==> src/rtl/speed_sched.sv <==
// speed_sched: run/pause/speed controller for the seconds time base.
// Produces a one-cycle tick every (TICK_1X >> speed) cycles while running,
// counts seconds 0..59 and flags the 59->0 wrap with a carry pulse.
module speed_sched #(
    parameter int unsigned TICK_1X = 50_000_000,
    parameter int unsigned PRE_W   = 26
) (
    input  logic       clk,
    input  logic       rst,
    input  logic       start,
    input  logic       stop,
    input  logic       clr,
    input  logic       speed_up,
    input  logic       speed_dn,
    output logic       tick,
    output logic [5:0] cnt,
    output logic       carry,
    output logic [1:0] speed,
    output logic       running
);

    localparam int unsigned CNT_W   = 6;
    localparam int unsigned SPD_W   = 2;
    localparam int unsigned CNT_MAX = 59;

    typedef enum logic [1:0] {
        S_IDLE  = 2'd0,
        S_RUN   = 2'd1,
        S_PAUSE = 2'd2
    } state_t;

    state_t             state_q, state_d;
    logic [PRE_W-1:0]   pre_q, pre_d;
    logic [CNT_W-1:0]   cnt_q, cnt_d;
    logic [SPD_W-1:0]   speed_q, speed_d;
    logic               tick_q, tick_d;
    logic               carry_q, carry_d;
    logic               running_q, running_d;

    logic [31:0]        period_c;
    logic [PRE_W-1:0]   pre_last_c;
    logic               spd_chg_c;
    logic               pre_at_last_c;

    // Current period and its terminal prescaler value at the active speed.
    always_comb begin
        period_c      = TICK_1X >> speed_q;
        pre_last_c    = PRE_W'(period_c - 32'd1);
        pre_at_last_c = (pre_q == pre_last_c);
    end

    // Speed index update; simultaneous up/down requests cancel out.
    always_comb begin
        speed_d   = speed_q;
        spd_chg_c = 1'b0;
        if (speed_up && !speed_dn && (speed_q != 2'd3)) begin
            speed_d   = speed_q + 2'd1;
            spd_chg_c = 1'b1;
        end else if (speed_dn && !speed_up && (speed_q != 2'd0)) begin
            speed_d   = speed_q - 2'd1;
            spd_chg_c = 1'b1;
        end
    end

    // Next-state, prescaler, seconds counter and pulse outputs.
    always_comb begin
        state_d = state_q;
        pre_d   = pre_q;
        cnt_d   = cnt_q;
        tick_d  = 1'b0;
        carry_d = 1'b0;

        if (clr) begin
            state_d = S_IDLE;
            pre_d   = '0;
            cnt_d   = '0;
        end else begin
            unique case (state_q)
                S_IDLE: begin
                    pre_d = '0;
                    cnt_d = '0;
                    if (start) state_d = S_RUN;
                end
                S_RUN: begin
                    if (stop) begin
                        // stop wins over a coincident terminal count; pre holds
                        state_d = S_PAUSE;
                    end else if (spd_chg_c) begin
                        pre_d = '0;
                    end else if (pre_at_last_c) begin
                        pre_d  = '0;
                        tick_d = 1'b1;
                        if (cnt_q == CNT_W'(CNT_MAX)) begin
                            cnt_d   = '0;
                            carry_d = 1'b1;
                        end else begin
                            cnt_d = cnt_q + CNT_W'(1);
                        end
                    end else begin
                        pre_d = pre_q + PRE_W'(1);
                    end
                end
                S_PAUSE: begin
                    if (start) state_d = S_RUN;
                end
                default: begin
                    state_d = S_IDLE;
                    pre_d   = '0;
                    cnt_d   = '0;
                end
            endcase

            // A speed change restarts the period so pre cannot overshoot it
            if (spd_chg_c) pre_d = '0;
        end

        running_d = (state_d == S_RUN);
    end

    // State and datapath registers.
    always_ff @(posedge clk or posedge rst) begin
        if (rst) begin
            state_q   <= S_IDLE;
            pre_q     <= '0;
            cnt_q     <= '0;
            speed_q   <= '0;
            tick_q    <= 1'b0;
            carry_q   <= 1'b0;
            running_q <= 1'b0;
        end else begin
            state_q   <= state_d;
            pre_q     <= pre_d;
            cnt_q     <= cnt_d;
            speed_q   <= speed_d;
            tick_q    <= tick_d;
            carry_q   <= carry_d;
            running_q <= running_d;
        end
    end

    assign tick    = tick_q;
    assign cnt     = cnt_q;
    assign carry   = carry_q;
    assign speed   = speed_q;
    assign running = running_q;

endmodule

==> config.mk <==
export PLATFORM = sky130hd
export DESIGN_NAME = speed_sched
export DESIGN_NICKNAME = d
export VERILOG_FILES = /design/src/rtl/speed_sched.sv
export SDC_FILE = /design/constraint.sdc
export NUM_CORES = 1
export LEC_CHECK = 0
export ABC_AREA = 1
export BUFFER_PORTS_ARGS = -buffer_cell sky130_fd_sc_hd__buf_2
export CORE_ASPECT_RATIO = 2
export CORE_MARGIN = 10
export CORE_UTILIZATION = 50
export CTS_CLUSTER_SIZE = 12
export DETAILED_ROUTE_END_ITERATION = 8
export GPL_TIMING_DRIVEN = 1
export PLACE_DENSITY = 0.68
export RECOVER_POWER = 50
export SKIP_LAST_GASP = 1
export SYNTH_ARGS = -nofsm -noshare
export SYNTH_HDL_FRONTEND = slang
export SYNTH_SLANG_ARGS = --single-unit
==> constraint.sdc <==
create_clock -name clk -period 4.2 [get_ports clk]
set_input_delay 0.63 -clock clk [delete_from_list [all_inputs] [get_ports clk]]
set_output_delay 0.63 -clock clk [all_outputs]
set_load 0.05 [all_outputs]
==> results of run 1 <==
[cell usage in the layout, fill, tap and decap left out, types with 2 or more instances in the layout]
master	n
a32o_1	2
dfrtp_1	39
nand2_1	111
clkbuf_8	6
nor2_1	42
a21oi_1	19
xor2_1	16
buf_2	16
inv_1	41
inv_2	4
o22ai_1	4
nand4_1	15
clkbuf_1	2
nand3_1	35
nor2_2	3
nand2_2	4
o21ai_0	14
nor3_1	16
xnor2_1	5
ha_1	2
[area by class of cell]
class	instances	share of cell area (%)
clock buffers	6	2.815
clock inverters	2	1.194
inverters	45	5.757
multi-input cells	301	51.43
flip-flops and latches	39	33.26
well taps	60	2.559
repair buffers	18	2.985
[worst max-delay path, delay by kind of cell (launching register included)]
| kind | cells | cell delay [ns] |
|---|---|---|
| AND/OR/NAND/NOR | 5 | 1.13 |
| flip-flops | 1 | 0.65 |
| buffers and inverters | 1 | 0.33 |
| AO/OA/AOI/OAI | 1 | 0.05 |
| XOR/XNOR | 1 | 0.15 |
[cell usage after synthesis, types with 2 or more instances]
cell type,n,area (µm²)
nand2_1,110,412.9
nor2_1,41,153.9
inv_1,40,150.1
dfrtp_1,39,975.9
nand3_1,35,175.2
a21oi_1,19,95.09
nor3_1,16,80.08
xor2_1,16,140.1
nand4_1,15,93.84
o21ai_0,14,70.07
buf_6,7,78.83
inv_2,5,18.77
nand2_2,5,31.28
xnor2_1,5,43.79
o22ai_1,4,25.02
nor2_2,3,18.77
a32o_1,2,20.02
ha_1,2,25.02
nor2_4,2,22.52
[routing by layer]
layer,share of wire (%),global-route usage (%)
met5,0,0
met4,5.3,10.90
met2,55,31.61
met1,37,17.39
met3,2.8,2.771
[final timing paths]
| check | end | depth (start not counted) | start | slack (ns) |
|---|---|---|---|---|
| worst max-delay path | pre_q[4] | 8 | speed[0] | 1.74 |
| max in group asynchronous | pre_q[9] | 3 | rst | 1.89 |
| worst min register to register | pre_q[0] | 1 | pre_q[0] | 0.53 |
| min in group asynchronous | pre_q[19] | 3 | rst | 1.08 |
| worst min-delay path | state_q[1] | 2 | clr | 0.51 |
| worst max register to register | pre_q[4] | 8 | speed[0] | 1.74 |
[where the power goes]
part           internal, mW  total (mW)  switching, mW  leakage, nW
Combinational        0.0779       0.292          0.214        0.656
Clock                 0.192       0.331          0.139       0.0612
Sequential            0.388       0.432         0.0435        0.538
[sequential cells by signal, indices dropped and copies added, names as in the netlist]
name     cells
pre_q       26
carry        1
speed        2
state_q      2
tick         1
cnt          6
running      1
[per-stage QoR]
step / instance area (µm²) / setup WS (ns) / power [mW] / hold WS (ns) / cells
5_1_grt: 2934 / 1.481 / 1.121 / 0.5306 / 471
3_5_place_dp: 2831 / 1.774 / 0.7350 / 0.5314 / 463
3_3_place_gp: 2831 / 1.850 / 0.7308 / 0.5047 / 463
4_1_cts: 2949 / 1.849 / 1.065 / 0.4424 / 471
6_report: 2934 / 1.743 / 1.055 / 0.5086 / 471
2_1_floorplan: 2754 / 2.261 / 0.6843 / 0.4784 / 394
[kinds of logic (layout without fill, tap and decap cells)]
logic type               after synthesis  count (layout)  synth area share [%]
adder cells (fa/ha/maj)                2               2                0.9085
XOR/XNOR                              21              21                 6.679
buffers and inverters                 54              71                 9.405
AO/OA/AOI/OAI                         45              45                 9.405
AND/OR/NAND/NOR                      233             233                 38.17
flip-flops                            39              39                 35.44
==> metrics.cfg, run 1 <==
[status]
status=finished with violations
violations=capacitance limit, slew limit

[final_layout]
n_antenna_cell=0
register_area_um2=975.9
final_util_pct=54.61
multi_input_area_um2=1509
drive_gt1_share_pct=10.22
nets=419
n_fill_cell=558
areaGrowthSynthToFinish_pct=6.542

[drt]
avgRoutedWirePerCell_um=16.03
drt_wl_total_mm=7.549
detail-route-antenna-nets=0
drtIter0Drc=216
vias=2666
dr.pass1.iters=5
drt-vias-per-instance=5.660
drc=0

[clock_network]
clock_path_buffers=2
numCtsBuffers=5
cts.sink_count=39
clk_pin_slew_worst_paths_ns=0.08
root_buffer=clkbuf_8
postCtsHoldBufs=0
postCtsSetupRepairBufs=0
cts_max_level=2
clk_latency_ns=0.31
cts_resized=0
cts_tree=built

[setup_path]
crit_chain=nand2_1 > nand3_1 > nand3_2 > nor2_4 > inv_2 > nand2_1 > xor2_1 > a21oi_1
crit_fanout=32
critical_path_class=reg -> reg
worstPathRequired_ns=4.37
slowest_delay_ns=0.65
start_kind=flop
crit_top_cell=nand2_1
cp_data_arrival_time_ns=2.63
setup.worst_path.end_class=flop
crit_slowest_cell=dfrtp_1

[timing]
tns_ns=0
hold_viol=0
finalSetupViolations=0
post-route-min-period_ns=2.457
max_freq_mhz=407.0
relSlewSlack_pct=-42.14
slew_violations=40
rsz0062_at_grt=no
period_share_pct=58.50
tightest_slew_ns=2.132
fin_skew_ns=0.008913

[power_and_ir_drop]
vdd_ir_drop_max_v=0.0003604
power.leakage_nw=1.255
power_density_nw_per_um2=359.5

[place]
gp_congestion=0.9154
io_buffers=17
hpwl_mm=5.866

[logic_synthesis]
synthesis.area_um2=2754
ys.flop_type=dfrtp_1
syn_inst=394
yosys.cell_types.count=33
synth_edf_count=0
ys_ff_latch=39
syn-num-nets=403
yosysWarningCount=0
ys_seq_area_share_pct=35.44
async_flop_share_pct=100.0
avgSynthCellArea_um2=6.990

[floorplan]
ioPinCount=18
initial_utilization_pct=51.26
die_x_um=72.48
core-area_um2=5373
rows=38
dieArea_um2=9056
die_h_um=125.0

[global_routing]
grt.total_usage_pct=17.43
grt_pass1_wl_mm=12.70
antenna_found_initial=0
first_global_vias=2718
grt.overflow.total=0
grt_max_degree=40

[hold_path]
hp-class=in -> reg

[run]
max-cap-violations=1

No activity file was read; power rests on OpenSTA's default activity.
==> inputs of run 2 (changes only) <==
Settings changed: ABC_AREA 1 to 0, PLACE_DENSITY 0.68 to 0.71.
Clock period 4.2 ns to 2.1 ns, I/O delays scaled along.
==> run 2 against run 1 <==
Net effect:
- the flow now finishes without violations
- maximum frequency rose by 18%
- cell count fell by 21%
- synthesized cell count fell by 32%
- power rose by 100%
- via count fell by 15%
- routed wire length fell by 5.4%
- worst hold slack got worse by 0.25 ns
- design area rose by 2.8%
- clock power rose by 100%
==> metrics.cfg, run 2 <==
[status]
status=finished, final reports clean

[logic_synthesis]
synth_edf_count=0
yosysWarningCount=0
synthesis.area_um2=2392
async_flop_share_pct=100.0
synth_top_area_share_pct=40.79
synth_area_leaders=dfrtp_1, nor2_1, xnor2_1
syn_inst=266
synthTopCellsByCount=dfrtp_1, nor2_1, nand2_1
yosysTopAreaCell=dfrtp_1
ys_seq_area_share_pct=40.79
ys.flop_type=dfrtp_1
yosysMostFrequentCell=dfrtp_1
ys_ff_latch=39
yosys.cell_types.count=58
syn-num-nets=275
avgSynthCellArea_um2=8.994

[final_layout]
final_cell_mix=dfrtp_1, nor2_1, buf_4, nand2_1, buf_2
largest_reg_flops=26
regMostFlops=pre_q
drive_gt1_share_pct=29.02
fin_cells=372
layout_commonest_cell=dfrtp_1
n_antenna_cell=0
nets=325
areaGrowthSynthToFinish_pct=26.05

[clock_network]
postCtsHoldBufs=0
cts_tree=built
clk_pin_slew_worst_paths_ns=0.08
root_buffer=clkbuf_8
cts_max_level=2
cts.sink_count=39
clock_path_buffers=2
clk_latency_ns=0.30
numCtsBuffers=5

[timing]
finalSetupViolations=0
rsz0062_at_grt=yes
relSlewSlack_pct=33.47
fin_skew_ns=0.004688
tightest_slew_ns=0.9979
max_freq_mhz=480.1
period_share_pct=99.20
post-route-min-period_ns=2.083
hold_viol=0
tns_ns=0
slew_violations=0

[setup_path]
worstPathRequired_ns=2.29
slowest_delay_ns=0.53
crit_slowest_cell=dfrtp_4
cp_data_arrival_time_ns=2.27
setup.worst_path.end_class=flop
crit_chain=buf_4 > nor2b_1 > a22oi_1 > o2111a_2 > nand4b_4 > a31oi_4 > buf_12 > nor2_1
critical_path_class=reg -> reg
cpLargestDelayFamily=compound AO/OA/AOI/OAI gates
crit_fanout=18
start_kind=flop
crit_buf_inv=2

[drt]
top_layer=met4
dr.pass1.iters=5
wl_met1_mm=2.411
dr_wl_met3_um=295
drt_wl_total_mm=7.138
dr_wl_met2_mm=4.005
detail-route-antenna-nets=0
drtIter0Drc=143
vias=2269
drt-vias-per-instance=6.099
avgRoutedWirePerCell_um=19.19
drc=0

[power_and_ir_drop]
switching_share_pct=33.18
combPwrFrac_pct=29.3
clkPwrFrac_pct=31.1
power_density_nw_per_um2=703.9
internal_power_mw=1.418
power_frac_seq_pct=39.6
p_sw_mw=0.7043
power.leakage_nw=1.256
vdd_ir_drop_max_v=0.0005580

[floorplan]
dieArea_um2=8119
die_h_um=117.8
rows=35
core-area_um2=4642
ioPinCount=18
die_x_um=68.91
initial_utilization_pct=51.54

[global_routing]
first_global_vias=2295
grt_max_degree=40
grt.total_usage_pct=17.52
antenna_found_initial=0
grt_pass1_wl_mm=11.17
grt.overflow.total=0

[place]
hpwl_mm=4.996
place_inst=353
gp_congestion=0.8761
io_buffers=17

[run]
max-cap-violations=0

[hold_path]
hp-class=in -> reg

-- run 2: worst paths after layout --
| path | endpoint | slack (ns) | start | cells after the start |
|---|---|---|---|---|
| max reg2reg | pre_q[25] | 0.02 | speed[0] | 8 |
| min in group asynchronous | pre_q[18] | 0.31 | rst | 3 |
| min reg2reg | pre_q[23] | 0.53 | pre_q[23] | 1 |
| max | pre_q[25] | 0.02 | speed[0] | 8 |
| max in group asynchronous | speed[0] | 1.05 | rst | 3 |
| min | state_q[1] | 0.26 | clr | 2 |
-- run 2: cell type report --
| class | instances | area [µm²] |
|---|---|---|
| Multi-Input combinational cell | 208 | 1441 |
| Fill cell | 401 | 1627 |
| Sequential cell | 39 | 980.9 |
| Tap cell | 55 | 68.82 |
| Clock buffer | 6 | 82.58 |
| Inverter | 10 | 37.54 |
| Clock inverter | 2 | 35.03 |
| Timing Repair Buffer | 52 | 369.1 |
-- run 2: through the flow --
stage / area, µm² / setup slack (ns) / hold WS [ns] / utilization (%) / power, mW
finish: 3015 / 0.01690 / 0.2618 / 64.96 / 2.122
global route: 3015 / -0.07209 / 0.2730 / 64.96 / 2.211
CTS: 2872 / 0.02426 / 0.1527 / 61.86 / 1.981
detailed placement: 2731 / 0.02934 / 0.4723 / 58.84 / 1.284
global placement: 2731 / 0.05191 / 0.4561 / 58.84 / 1.272
floorplan: 2447 / -0.03717 / 0.4848 / - / 1.233
-- run 2: power by group through the flow --
stage / clock network, mW / logic [mW] / registers (mW)
after detailed placement: 0 / 0.385 / 0.900
after CTS: 0.669 / 0.449 / 0.862
after global placement: 0 / 0.379 / 0.893
after global routing: 0.697 / 0.665 / 0.849
after floorplan: 0 / 0.344 / 0.889
final: 0.661 / 0.621 / 0.841
-- run 2: layer usage --
layer | up-vias | global-route usage, %
li1 | 1066 | -
met1 | 1093 | 17.76
met2 | 80 | 31.01
met3 | 30 | 3.051
met4 | 0 | 9.553
met5 | - | 0
-- run 2: logic make-up after synthesis --
family / after synthesis / synth area share, %
compound gates: 52 / 16.16
xor+xnor: 20 / 7.322
fa+ha+maj: 2 / 1.046
flops: 39 / 40.80
buf+inv: 19 / 3.556
simple gates: 133 / 30.70
mux: 1 / 0.4184
-- run 2: what timing repair did --
item | in CTS | in global routing
setup buffers | 3 | 8
gates cloned | 0 | 0
endpoints found under the setup margin | 1 | 33
hold endpoints to repair | 0 | 0
pin swaps | 0 | 7
resized for setup | 1 | 20
